===== config.mk =====
export PLATFORM = sky130hd
export DESIGN_NAME = sram_membus_ctrl_flat
export DESIGN_NICKNAME = d
export VERILOG_FILES = /design/src/rtl/project_types.sv /design/src/rtl/i_membus.sv /design/src/rtl/sram_membus_ctrl.sv /design/src/flat_wrapper.sv
export SDC_FILE = /design/constraint.sdc
export NUM_CORES = 1
export LEC_CHECK = 0
export ABC_CLOCK_PERIOD_IN_PS = 2300
export CELL_PAD_IN_SITES_DETAIL_PLACEMENT = 0
export CELL_PAD_IN_SITES_GLOBAL_PLACEMENT = 1
export CORE_ASPECT_RATIO = 1.2
export CORE_MARGIN = 2
export CORE_UTILIZATION = 30
export DETAILED_ROUTE_END_ITERATION = 16
export GPL_ROUTABILITY_DRIVEN = 0
export GPL_TIMING_DRIVEN = 0
export PLACE_DENSITY = 0.87
export SLEW_MARGIN = 20
export SYNTH_ARGS = -nofsm -noshare
export SYNTH_HDL_FRONTEND = slang
export SYNTH_SLANG_ARGS = --single-unit

===== constraint.sdc =====
create_clock -name clk -period 2.3 [get_ports clk]
set_input_delay 0.46 -clock clk [delete_from_list [all_inputs] [get_ports clk]]
set_output_delay 0.46 -clock clk [all_outputs]
set_load 0.005 [all_outputs]

===== src/rtl/project_types.sv =====
// Shared CPU memory-bus types plus the SRAM controller state and sizing constants.
package project_types;

  localparam int unsigned RAM_ADDR_W          = 32;
  localparam int unsigned RAM_DATA_W          = 32;
  localparam int unsigned SRAM_ADDR_W_DEFAULT = 20;
  localparam int unsigned SRAM_WAIT_W         = $clog2(16);

  typedef logic [RAM_ADDR_W-1:0] ram_addr_t;
  typedef logic [RAM_DATA_W-1:0] ram_data_t;

  typedef enum logic {
    CHIP_DISABLE = 1'b0,
    CHIP_ENABLE  = 1'b1
  } chip_status_t;

  typedef enum logic [1:0] {
    IDLE,
    ACCESS,
    DONE
  } sram_state_t;

endpackage


===== src/rtl/i_membus.sv =====
// CPU data-memory bus between the MEM stage (master) and a memory controller (slave).
interface i_membus;

  logic                      we;
  project_types::chip_status_t ce;
  project_types::ram_addr_t  addr;
  project_types::ram_data_t  write;
  project_types::ram_data_t  read;

  modport master (output we, ce, addr, write, input read);
  modport slave  (input we, ce, addr, write, output read);

endinterface


===== src/rtl/sram_membus_ctrl.sv =====
// Membus slave driving an asynchronous single-port SRAM with WAIT_CYCLES extra
// access cycles; stalls the pipeline from request until the access is done.
module sram_membus_ctrl
  import project_types::*;
#(
  parameter int unsigned WAIT_CYCLES = 2,
  parameter int unsigned SRAM_ADDR_W = SRAM_ADDR_W_DEFAULT
) (
  input  logic                   clk,
  input  logic                   rst_n,
  i_membus.slave                 bus,
  output logic                   stall_req,
  output logic [SRAM_ADDR_W-1:0] sram_addr,
  output logic [31:0]            sram_dq_o,
  input  logic [31:0]            sram_dq_i,
  output logic                   sram_dq_oe,
  output logic                   sram_ce_n,
  output logic                   sram_oe_n,
  output logic                   sram_we_n
);

  sram_state_t            state_q;
  sram_state_t            state_d;
  logic [SRAM_WAIT_W-1:0] cnt_q;
  logic                   we_q;
  ram_data_t              read_q;
  logic                   accept_c;
  logic                   last_c;
  logic                   unused_addr;

  assign accept_c = (state_q == IDLE) && (bus.ce == CHIP_ENABLE);
  assign last_c   = (state_q == ACCESS) && (cnt_q == '0);

  // Gated by rst_n so the hold drops with reset even while ce is still asserted.
  assign stall_req = rst_n && (accept_c || (state_q == ACCESS));
  assign bus.read  = read_q;

  // Byte offset and address bits above the SRAM window are not used.
  assign unused_addr = ^{bus.addr[RAM_ADDR_W-1:SRAM_ADDR_W+2], bus.addr[1:0]};

  always_ff @(posedge clk or negedge rst_n) begin
    if (!rst_n) begin
      state_q <= IDLE;
    end else begin
      state_q <= state_d;
    end
  end

  always_comb begin
    state_d = state_q;
    case (state_q)
      IDLE:    if (accept_c) state_d = ACCESS;
      ACCESS:  if (last_c)   state_d = DONE;
      DONE:    state_d = IDLE;
      default: state_d = IDLE;
    endcase
  end

  // Strobes are set on entry to ACCESS and released on its last edge, so they
  // come straight from flops and cover exactly the ACCESS cycles.
  always_ff @(posedge clk or negedge rst_n) begin
    if (!rst_n) begin
      cnt_q      <= '0;
      we_q       <= 1'b0;
      read_q     <= '0;
      sram_addr  <= '0;
      sram_dq_o  <= '0;
      sram_dq_oe <= 1'b0;
      sram_ce_n  <= 1'b1;
      sram_oe_n  <= 1'b1;
      sram_we_n  <= 1'b1;
    end else if (accept_c) begin
      cnt_q      <= SRAM_WAIT_W'(WAIT_CYCLES);
      we_q       <= bus.we;
      sram_addr  <= bus.addr[SRAM_ADDR_W+1:2];
      sram_dq_o  <= bus.write;
      sram_dq_oe <= bus.we;
      sram_ce_n  <= 1'b0;
      sram_oe_n  <= bus.we;
      sram_we_n  <= ~bus.we;
    end else if (state_q == ACCESS) begin
      if (!last_c) begin
        cnt_q <= cnt_q - SRAM_WAIT_W'(1);
      end else begin
        sram_dq_oe <= 1'b0;
        sram_ce_n  <= 1'b1;
        sram_oe_n  <= 1'b1;
        sram_we_n  <= 1'b1;
        if (!we_q) read_q <= sram_dq_i;
      end
    end
  end

endmodule

===== src/flat_wrapper.sv =====
// flat-port wrapper written by rule: the top's interface ports become plain ports
module sram_membus_ctrl_flat import project_types::*;
#(
  parameter int unsigned WAIT_CYCLES = 2,
  parameter int unsigned SRAM_ADDR_W = SRAM_ADDR_W_DEFAULT
)
  (clk, rst_n, stall_req, sram_addr, sram_dq_o, sram_dq_i, sram_dq_oe, sram_ce_n, sram_oe_n, sram_we_n, bus_we, bus_ce, bus_addr, bus_write, bus_read);
  i_membus bus_i ();
  input  logic clk;
  input  logic rst_n;
  output logic stall_req;
  output logic [SRAM_ADDR_W-1:0] sram_addr;
  output logic [31:0] sram_dq_o;
  input  logic [31:0] sram_dq_i;
  output logic sram_dq_oe;
  output logic sram_ce_n;
  output logic sram_oe_n;
  output logic sram_we_n;
  input wire logic [$bits(bus_i.we)-1:0] bus_we;
  input wire logic [$bits(bus_i.ce)-1:0] bus_ce;
  input wire logic [$bits(bus_i.addr)-1:0] bus_addr;
  input wire logic [$bits(bus_i.write)-1:0] bus_write;
  output wire logic [$bits(bus_i.read)-1:0] bus_read;
  assign bus_i.we = bus_we;
  assign bus_i.ce = bus_ce;
  assign bus_i.addr = bus_addr;
  assign bus_i.write = bus_write;
  assign bus_read = bus_i.read;
  sram_membus_ctrl #(.WAIT_CYCLES(WAIT_CYCLES), .SRAM_ADDR_W(SRAM_ADDR_W)) u_core (.clk(clk), .rst_n(rst_n), .bus(bus_i), .stall_req(stall_req), .sram_addr(sram_addr), .sram_dq_o(sram_dq_o), .sram_dq_i(sram_dq_i), .sram_dq_oe(sram_dq_oe), .sram_ce_n(sram_ce_n), .sram_oe_n(sram_oe_n), .sram_we_n(sram_we_n));
endmodule

==> reports/results.md, run 1 <==
- **fraction of the mapped netlist area in adder cells** 0.330%
- **reg2reg setup slack** 0.14 ns
- **Post-DP HPWL** 6990 um
- **number of enable-type register cells in the synthesized netlist** 0
- **Critical Path Source Type** register
- **Cells after DPL** 677
- **drt first-iter violations** 99
- **global-route wire length before repair** 15,300 um
- **die boundary height** 127 um
- **share of post-route cells with drive strength above 1** 11.7%
- **CP arrival** 2.38 ns
- **number of endpoints failing setup at the final stage** 0
- **vias in the first global route** 3,087
- **number of CTS-inserted buffers** 9
- **GRT Residual Overflow** 0
- **largest net degree at the start of global routing** 52
- **Hold WC Path Type** in -> async
- **# DRC** 0
- **post-layout total power** 8.08 mW
- **master cell of the clock root buffer** clkbuf_16
- **highest metal layer with signal wires** met4
- **Slew @ Worst Pin** 0.497 ns
- **buffer levels on the longest clock path** 2
- **H-tree levels** 3
- **parity-gate share of the synthesized area counting xor and xnor cells** 0%
- **shortest clock period the worst path allows after layout** 2.16 ns
- **slowest stage cell, crit path** or3b_1
- **wire length on met3** 713 um
- **number of nets at the end of the flow** 626
- **final worst path period share** 94.1%
- **via count normalized by instance count** 4.28
- **worst setup timing slack at the placement stage** -0.0974 ns
- **vias after detailed routing** 2,972
- **flip-flop and latch count after synthesis** 95
- **compound-cell area share of the yosys netlist** 2.01%
- **antenna violations before repair** 0
- **CTS tree** built
- **multiplexer share of the synthesized area** 12.5%
- **Crit path largest cell delay** 0.42 ns
- **max_slew headroom** 66.9%
- **Post-Place Cell Area** 5790 um^2
- **share of synthesized flip-flops with an asynchronous set or reset** 100%
- **number of core rows** 45
- **GRT Total Usage** 14.1%
- **Distinct cells, synth** 32
- **I/O pin count** 189
- **cell area after layout** 6120 um^2
- **Post-CTS Setup Inserts** 0
- **fraction of synthesized cell area taken by the top area cell type** 60.7%
- **Max Clk Rate** 0.462 GHz
- **share of the yosys chip area belonging to registers** 62.8%
- **worst setup path class** reg -> reg
- **aggregate routed wire length** 9360 um
- **clock latency on the worst-skew pair** 0.33 ns
- **number of slew-limit violations in the final report** 0
- **Metal-1 WL** 3840 um
- **sequential standard cell area** 2380 um^2
- **most frequent cells after synthesis** 162 x nand2_1, 92 x dfrtp_1, 30 x mux2_4
- **endpoint kind of the worst setup timing path** register
- **routed length per instance** 13.5 um
- **biggest area consumer among synthesized cells** dfrtp_1
- **antenna diode count** 0
- **unrepaired setup endpoints after global routing** false
- **TNS Setup** 0 ns
- **largest clock skew in the final design** 0.00727 ns
- **Buf/Inv on CP** 3
- **sinks on the clock net** 95
- **Post-Syn Nets** 437
- **CORE AREA** 12,500 um^2
- **die width** 107 um
- **starting density of the core** 30.3%
- **count leader, synth** nand2_1
- **leakage power summed over all cells** 2.89 nW
- **worst vdd rail ir drop** 0.000572 V
- **setup slack of the critical path after layout** 0.137 ns
- **met2 wire len** 4630 um
- **Total Die Area** 13,600 um^2
- **Finished Layout Cells** 694
- **Avg Synthesized Cell Area** 11.3 um^2
- **main combinational cell family by area after synthesis** simple AND/OR/NAND/NOR gates
- **leading register cell type out of synthesis** dfrtp_1
- **Cell Pwr Density** 1320 nW/um^2
- **# fillers** 1,193
- **Reg clk slew, reported paths** 0.07 ns
- **critical-path cell list** inv_1 > ha_1 > nor3b_2 > or3b_1 > buf_6 > buf_12 > mux2_4
- **first-pass detailed-route iteration total** 4
- **data required time at the worst endpoint** 2.52 ns
- **synth warn** 0
- **worst-path fanout max** 10
- **Syn-to-layout area delta** 61.4%
- **Cells after Synth** 336
- **total area of multi-input combinational cells** 1280 um^2
- **count of final hold-check violations** 0
- **netlist area before placement** 3790 um^2
- **basic-gate share of the synthesized area counting and, or, nand and nor cells** 18.8%
- **max capacitance violation total** 0
- **Routed Antenna Nets** 0
- **cell family with the largest share of critical-path delay** simple AND/OR/NAND/NOR gates
- **result of the run** completed
- **quantity of I/O buffers inserted on ports** 176
- **ranking of synthesized cells by area** dfrtp_1 61%, nand2_1 16%, mux2_4 12%
worst reg2reg max path, stage by stage (launching register included):
cell and delay, ns:
dfrtp_1 0.40, inv_1 0.08, ha_1 0.21, nor3b_2 0.33
or3b_1 0.42, buf_6 0.16, buf_12 0.15, mux2_4 0.30
cell families after synthesis:
group                      count (synthesis)
adders and majority gates                  1
buffers and inverters                     21
and+or+nand+nor                          175
DFF                                       95
AOI/OAI and AO/OA                         12
muxes                                     32
flip-flops by register name, indices dropped and copies added (netlist names):
signal             count
u_core.cnt_q           4
u_core.sram_dq_o      32
u_core.sram_addr      20
u_core.state_q         2
u_core.bus.read       32
u_core.sram_we_n       1
u_core.sram_dq_oe      1
u_core.sram_oe_n       1
u_core.we_q            1
u_core.sram_ce_n       1
cells in the final DEF, fill, tap and decap left out, types with 2 or more instances in the layout:
master,netlist,final
mux2_4,30,30
inv_1,3,3
buf_12,3,4
clkdlybuf4s50_1,0,175
dfstp_2,3,3
buf_16,0,2
nand2b_1,2,2
nand2_1,162,162
clkbuf_1,9,9
clkbuf_16,0,9
dfrtp_1,92,92
o21ai_0,4,4
mux2_2,2,2
buf_1,5,5
clkinvlp_4,0,2
clkbuf_8,0,3
layer usage:
metal  track usage [%]  vias up
met5                 0        -
met4              5.27        0
met3              4.74       19
met2              23.2      108
met1              17.2     1402
li1                  -     1443
area by class of cell:
cell class / instances / share of cell area [%]
plain buffers: 18 / 2.02
clock buffers: 12 / 4.35
clock inverters: 4 / 0.470
inverters: 3 / 0.184
multi-input cells: 220 / 20.9
flip-flops and latches: 95 / 38.9
well taps: 164 / 3.35
repair buffers: 178 / 29.9
per-stage QoR:
step,util [%],hold slack (ns)
5_1_grt,49.0,0.0741
2_1_floorplan,-,0.164
3_3_place_gp,46.1,0.458
6_report,49.0,0.0622
3_5_place_dp,46.3,0.417
4_1_cts,49.0,0.0621
path summary, 6_finish.rpt:
kind	startpoint	to	depth (start not counted)
setup / recovery	u_core.cnt_q[0]$_DFFE_PN0P_	u_core.bus.read[29]$_DFFE_PN0P_	7
setup reg to reg	u_core.cnt_q[0]$_DFFE_PN0P_	u_core.bus.read[29]$_DFFE_PN0P_	7
min in group clk	u_core.sram_dq_o[28]$_DFFE_PN0P_	u_core.sram_dq_o[28]$_DFFE_PN0P_	2
hold reg to reg	u_core.sram_dq_o[28]$_DFFE_PN0P_	u_core.sram_dq_o[28]$_DFFE_PN0P_	2
max in group asynchronous	rst_n	u_core.sram_we_n$_DFFE_PN1P_	2
hold / removal	rst_n	u_core.bus.read[25]$_DFFE_PN0P_	2
power by group:
| group | internal, mW | switching [mW] | total (mW) |
|---|---|---|---|
| registers | 2.52 | 0.467 | 2.98 |
| logic | 2.35 | 1.31 | 3.65 |
| clock network | 0.822 | 0.621 | 1.44 |
timing repair:
item / in CTS / in global routing
hold endpoints to repair: 45 / 0
endpoints found under the setup margin: 1 / 0
hold buffers: 1 / 0
gates resized for setup: 2 / 0
Power figures use the tool's default switching activity.
==> run 2, diff against run 1 <==
- SKIP_CTS_REPAIR_TIMING: unset -> 1
==> reports/results.md, run 2 (same netlist as run 1, synthesis figures left out) <==
- **Cell Pwr Density** 1320 nW/um^2
- **Post-DP HPWL** 6990 um
- **number of endpoints failing setup at the final stage** 0
- **drt first-iter violations** 96
- **number of cell instances on the worst register-to-register path** 7
- **largest net degree at the start of global routing** 52
- **max_slew headroom** 46.4%
- **Syn-to-layout area delta** 61.4%
- **unrepaired setup endpoints after global routing** false
- **share of post-route cells with drive strength above 1** 11.7%
- **vias after detailed routing** 2,983
- **number of core rows** 45
- **sequential standard cell area** 2380 um^2
- **Max Clk Rate** 0.462 GHz
- **first-pass detailed-route iteration total** 4
- **clock latency on the worst-skew pair** 0.33 ns
- **quantity of I/O buffers inserted on ports** 176
- **worst vdd rail ir drop** 0.000572 V
- **# DRC** 0
- **Critical Path Source Type** register
- **antenna diode count** 0
- **# fillers** 1,192
- **CORE AREA** 12,500 um^2
- **Slew @ Worst Pin** 0.801 ns
- **total area of multi-input combinational cells** 1280 um^2
- **routed length per instance** 13.7 um
- **slowest stage cell, crit path** or3b_1
- **worst setup path class** reg -> reg
- **number of CTS-inserted buffers** 9
- **result of the run** completed
- **aggregate routed wire length** 9490 um
- **reg2reg setup slack** 0.14 ns
- **critical-path cell list** inv_1 > ha_1 > nor3b_2 > or3b_1 > buf_6 > buf_12 > mux2_4
- **number of nets at the end of the flow** 627
- **shortest clock period the worst path allows after layout** 2.16 ns
- **CTS tree** built
- **Routed Antenna Nets** 0
- **Crit path largest cell delay** 0.42 ns
- **worst-path fanout max** 10
- **max capacitance violation total** 0
- **vias in the first global route** 3,077
- **sinks on the clock net** 95
- **most used cells in the layout excluding fill and tap cells** 175 x clkdlybuf4s50_1, 162 x nand2_1, 92 x dfrtp_1
- **post-layout util** 49.0%
- **endpoint kind of the worst setup timing path** register
- **final worst path period share** 94.1%
- **number of slew-limit violations in the final report** 0
- **die boundary height** 127 um
- **master cell of the clock root buffer** clkbuf_16
- **endpoint of the lowest-slack register-to-register path** u_core.bus.read[4]$_DFFE_PN0P_
- **count of final hold-check violations** 0
- **antenna violations before repair** 0
- **most frequent standard cell in the layout excluding fill and tap cells** clkdlybuf4s50_1
- **launching point of the worst reg2reg path** u_core.cnt_q[0]$_DFFE_PN0P_
- **global-route wire length before repair** 15,300 um
- **Fin Hold WS** 0.0472 ns
- **Reg clk slew, reported paths** 0.07 ns
- **Total Die Area** 13,600 um^2
- **GRT Residual Overflow** 0
- **via count normalized by instance count** 4.29
- **Hold WC Path Type** in -> async
- **die width** 107 um
- **leakage power summed over all cells** 2.89 nW
- **buffer levels on the longest clock path** 2
- **CP arrival** 2.38 ns
- **data required time at the worst endpoint** 2.52 ns
- **H-tree levels** 3
- **TNS Setup** 0 ns
- **starting density of the core** 30.3%
- **largest clock skew in the final design** 0.00704 ns
- **post-layout total power** 8.08 mW
- **I/O pin count** 189
- **GRT Total Usage** 14.0%
[run 2: metal layers]
layer / vias to the layer above / routed length (um) / share of wire [%] / track usage (%)
met1: 1411 / 3930 / 41 / 17.2
li1: 1445 / - / - / -
met4: 0 / 180 / 1.9 / 5.27
met3: 19 / 716 / 7.5 / 4.69
met2: 108 / 4670 / 49 / 23.0
met5: - / 0 / 0 / 0
[run 2: worst max path at each step]
stage,from,endpoint,slack [ns],depth (start not counted)
4_1_cts,rst_n,stall_req,-0.08,5
5_1_grt,u_core.cnt_q[0]$_DFFE_PN0P_,u_core.bus.read[6]$_DFFE_PN0P_,0.01,7
3_5_place_dp,bus_ce,u_core.sram_dq_o[5]$_DFFE_PN0P_,-0.1,7
3_3_place_gp,rst_n,stall_req,-3.00,4
2_1_floorplan,u_core.cnt_q[0]$_DFFE_PN0P_,u_core.bus.read[0]$_DFFE_PN0P_,0.37,7
6_report,u_core.cnt_q[0]$_DFFE_PN0P_,u_core.bus.read[4]$_DFFE_PN0P_,0.14,7
[run 2: metrics by stage]
stage	instances	worst slack [ns]	instance area, um^2
floorplan	336	0.371	3790
global placement	676	-3.00	5760
detailed placement	677	-0.0974	5790
CTS	693	-0.0822	6080
global route	695	0.0100	6120
finish	695	0.137	6120
[run 2: layout make-up]
cell class                 instances  area share (%)
clock inverter                     4           0.470
tap                              164            3.35
sequential                        95            38.9
timing repair buffer             179            29.9
clock buffer                      12            4.35
buffer                            18            2.02
multi-input combinational        220            20.8
inverter                           3           0.184
[run 2: worst max-delay path: cells and delay by family, from the launching register on]
kind,cells,cell delay [ns]
AND/OR/NAND/NOR,2,0.75
flip-flops,1,0.40
buffers and inverters,3,0.39
multiplexers,1,0.30
adder cells (fa/ha/maj),1,0.21
[run 2: power by group]
group          internal [mW]  switching (mW)  total [mW]
clock network          0.822           0.621        1.44
logic                   2.35            1.31        3.66
registers               2.52           0.467        2.98
==> run 3, diff against run 2 <==
- CORE_UTILIZATION: 30 -> 46
- DONT_BUFFER_PORTS: unset -> 1
- PLACE_DENSITY: 0.87 -> 0.84
==> reports/results.md, run 3 (same netlist as run 1, synthesis figures left out) <==
- **result of the run** finished, violations left
- **violated checks** hold timing
- **Slew @ Worst Pin** 0.489 ns
- **first-pass detailed-route iteration total** 4
- **Hold WC Path Type** in -> async
- **master cell of the clock root buffer** clkbuf_8
- **shortest clock period the worst path allows after layout** 2.15 ns
- **worst setup path class** reg -> reg
- **number of CTS-inserted buffers** 9
- **sinks on the clock net** 95
- **# fillers** 704
- **number of endpoints failing setup at the final stage** 0
- **drt first-iter violations** 59
- **Post-Place Cell Area** 3910 um^2
- **quantity of I/O buffers inserted on ports** 0
- **global-route wire length before repair** 11,300 um
- **most used cells in the layout excluding fill and tap cells** 162 x nand2_1, 92 x dfrtp_1, 30 x mux2_4
- **switching pwr** 2.07 mW
- **antenna violations before repair** 0
- **CORE AREA** 8060 um^2
- **# DRC** 0
- **Cell Pwr Density** 1500 nW/um^2
- **Total Die Area** 8990 um^2
- **clock latency on the worst-skew pair** 0.36 ns
- **worst vdd rail ir drop** 0.000512 V
- **fraction of power spent switching nets** 33.4%
- **starting density of the core** 47.0%
- **share of post-route cells with drive strength above 1** 16.5%
- **H-tree levels** 3
- **via count normalized by instance count** 5.20
- **buffer levels on the longest clock path** 2
- **I/O pin count** 189
- **post-layout util** 51.2%
- **max_slew headroom** 67.4%
- **Syn-to-layout area delta** 8.94%
- **slowest stage cell, crit path** dfrtp_1
- **number of core rows** 36
- **clock network power share** 19.3%
- **Max Clk Rate** 0.464 GHz
- **number of nets at the end of the flow** 448
- **Post-DP HPWL** 5260 um
- **design internal power** 4.13 mW
- **Reg clk slew, reported paths** 0.09 ns
- **GRT Total Usage** 16.3%
- **die boundary height** 103 um
- **antenna diode count** 0
- **largest clock skew in the final design** 0.00832 ns
- **GRT Residual Overflow** 0
- **routed length per instance** 16.6 um
- **aggregate routed wire length** 7400 um
- **final worst path period share** 93.7%
- **count of final hold-check violations** 95
- **unrepaired setup endpoints after global routing** false
- **leakage power summed over all cells** 2.14 nW
- **vias in the first global route** 2,400
- **cell area after layout** 4130 um^2
- **Cells after DPL** 431
- **critical-path cell list** inv_1 > ha_1 > nor3b_2 > or3b_1 > buf_6 > buf_12 > mux2_4
- **CTS tree** built
- **largest net degree at the start of global routing** 97
- **die width** 86.9 um
- **Fin Hold WS** -0.213 ns
- **max capacitance violation total** 0
- **data required time at the worst endpoint** 2.54 ns
- **number of slew-limit violations in the final report** 0
- **Routed Antenna Nets** 0
- **Critical Path Source Type** register
- **worst-path fanout max** 10
- **TNS Setup** 0 ns
- **endpoint kind of the worst setup timing path** register
- **vias after detailed routing** 2,321
- **Finished Layout Cells** 446
- **part of the total power dissipated in sequential elements** 51.5%
- **share of power burned in combinational logic** 29.2%
- **most frequent standard cell in the layout excluding fill and tap cells** nand2_1
- **Crit path largest cell delay** 0.40 ns
- **CP arrival** 2.39 ns
==> run 3: through the flow <==
stage,power [mW],setup WS [ns]
after floorplan,4.60,0.371
after global placement,4.98,0.189
after detailed placement,5.08,0.160
after global routing,6.69,0.0482
final,6.21,0.146
after CTS,6.30,0.129
==> run 3: power groups by stage <==
stage / Clock, mW / Sequential, mW / Combinational [mW]
2_1_floorplan: 0 / 3.02 / 1.57
3_3_place_gp: 0 / 3.21 / 1.77
3_5_place_dp: 0 / 3.24 / 1.83
4_1_cts: 1.24 / 3.21 / 1.85
5_1_grt: 1.31 / 3.31 / 2.07
6_report: 1.20 / 3.19 / 1.81
==> run 3: final timing paths <==
| check | start | endpoint | slack (ns) | cells after the start |
|---|---|---|---|---|
| min in group clk | bus_addr[13] | u_core.sram_addr[11]$_DFFE_PN0P_ | 0.20 | 2 |
| max in group asynchronous | rst_n | u_core.sram_we_n$_DFFE_PN1P_ | 2.32 | 0 |
| setup / recovery | u_core.cnt_q[0]$_DFFE_PN0P_ | u_core.bus.read[21]$_DFFE_PN0P_ | 0.15 | 7 |
| hold / removal | rst_n | u_core.bus.read[29]$_DFFE_PN0P_ | -0.21 | 0 |
| setup reg to reg | u_core.cnt_q[0]$_DFFE_PN0P_ | u_core.bus.read[21]$_DFFE_PN0P_ | 0.15 | 7 |
| hold reg to reg | u_core.we_q$_DFFE_PN0P_ | u_core.we_q$_DFFE_PN0P_ | 0.50 | 2 |
==> run 3: worst max-delay path, delay by kind of cell (launching register included) <==
| family | cells | cell delay, ns |
|---|---|---|
| flip-flops | 1 | 0.40 |
| multiplexers | 1 | 0.29 |
| adder cells (fa/ha/maj) | 1 | 0.20 |
| AND/OR/NAND/NOR | 2 | 0.75 |
| buffers and inverters | 3 | 0.40 |
==> run 3: routing by layer <==
metal	share of wire, %	GRT usage, %	up-vias
met1	38	17.4	1111
met4	2.8	10.7	0
met3	9.7	5.79	17
met5	0	0	-
li1	-	-	1080
met2	50	27.2	113
==> run 3: final cells by class <==
| type | instances | area, um^2 | area share, % |
|---|---|---|---|
| Sequential cell | 95 | 2380 | 57.6 |
| Multi-Input combinational cell | 220 | 1280 | 30.9 |
| Clock buffer | 10 | 138 | 3.33 |
| Buffer | 18 | 124 | 3.00 |
| Tap cell | 95 | 119 | 2.88 |
| Clock inverter | 5 | 82.6 | 2.00 |
| Inverter | 3 | 11.3 | 0.273 |
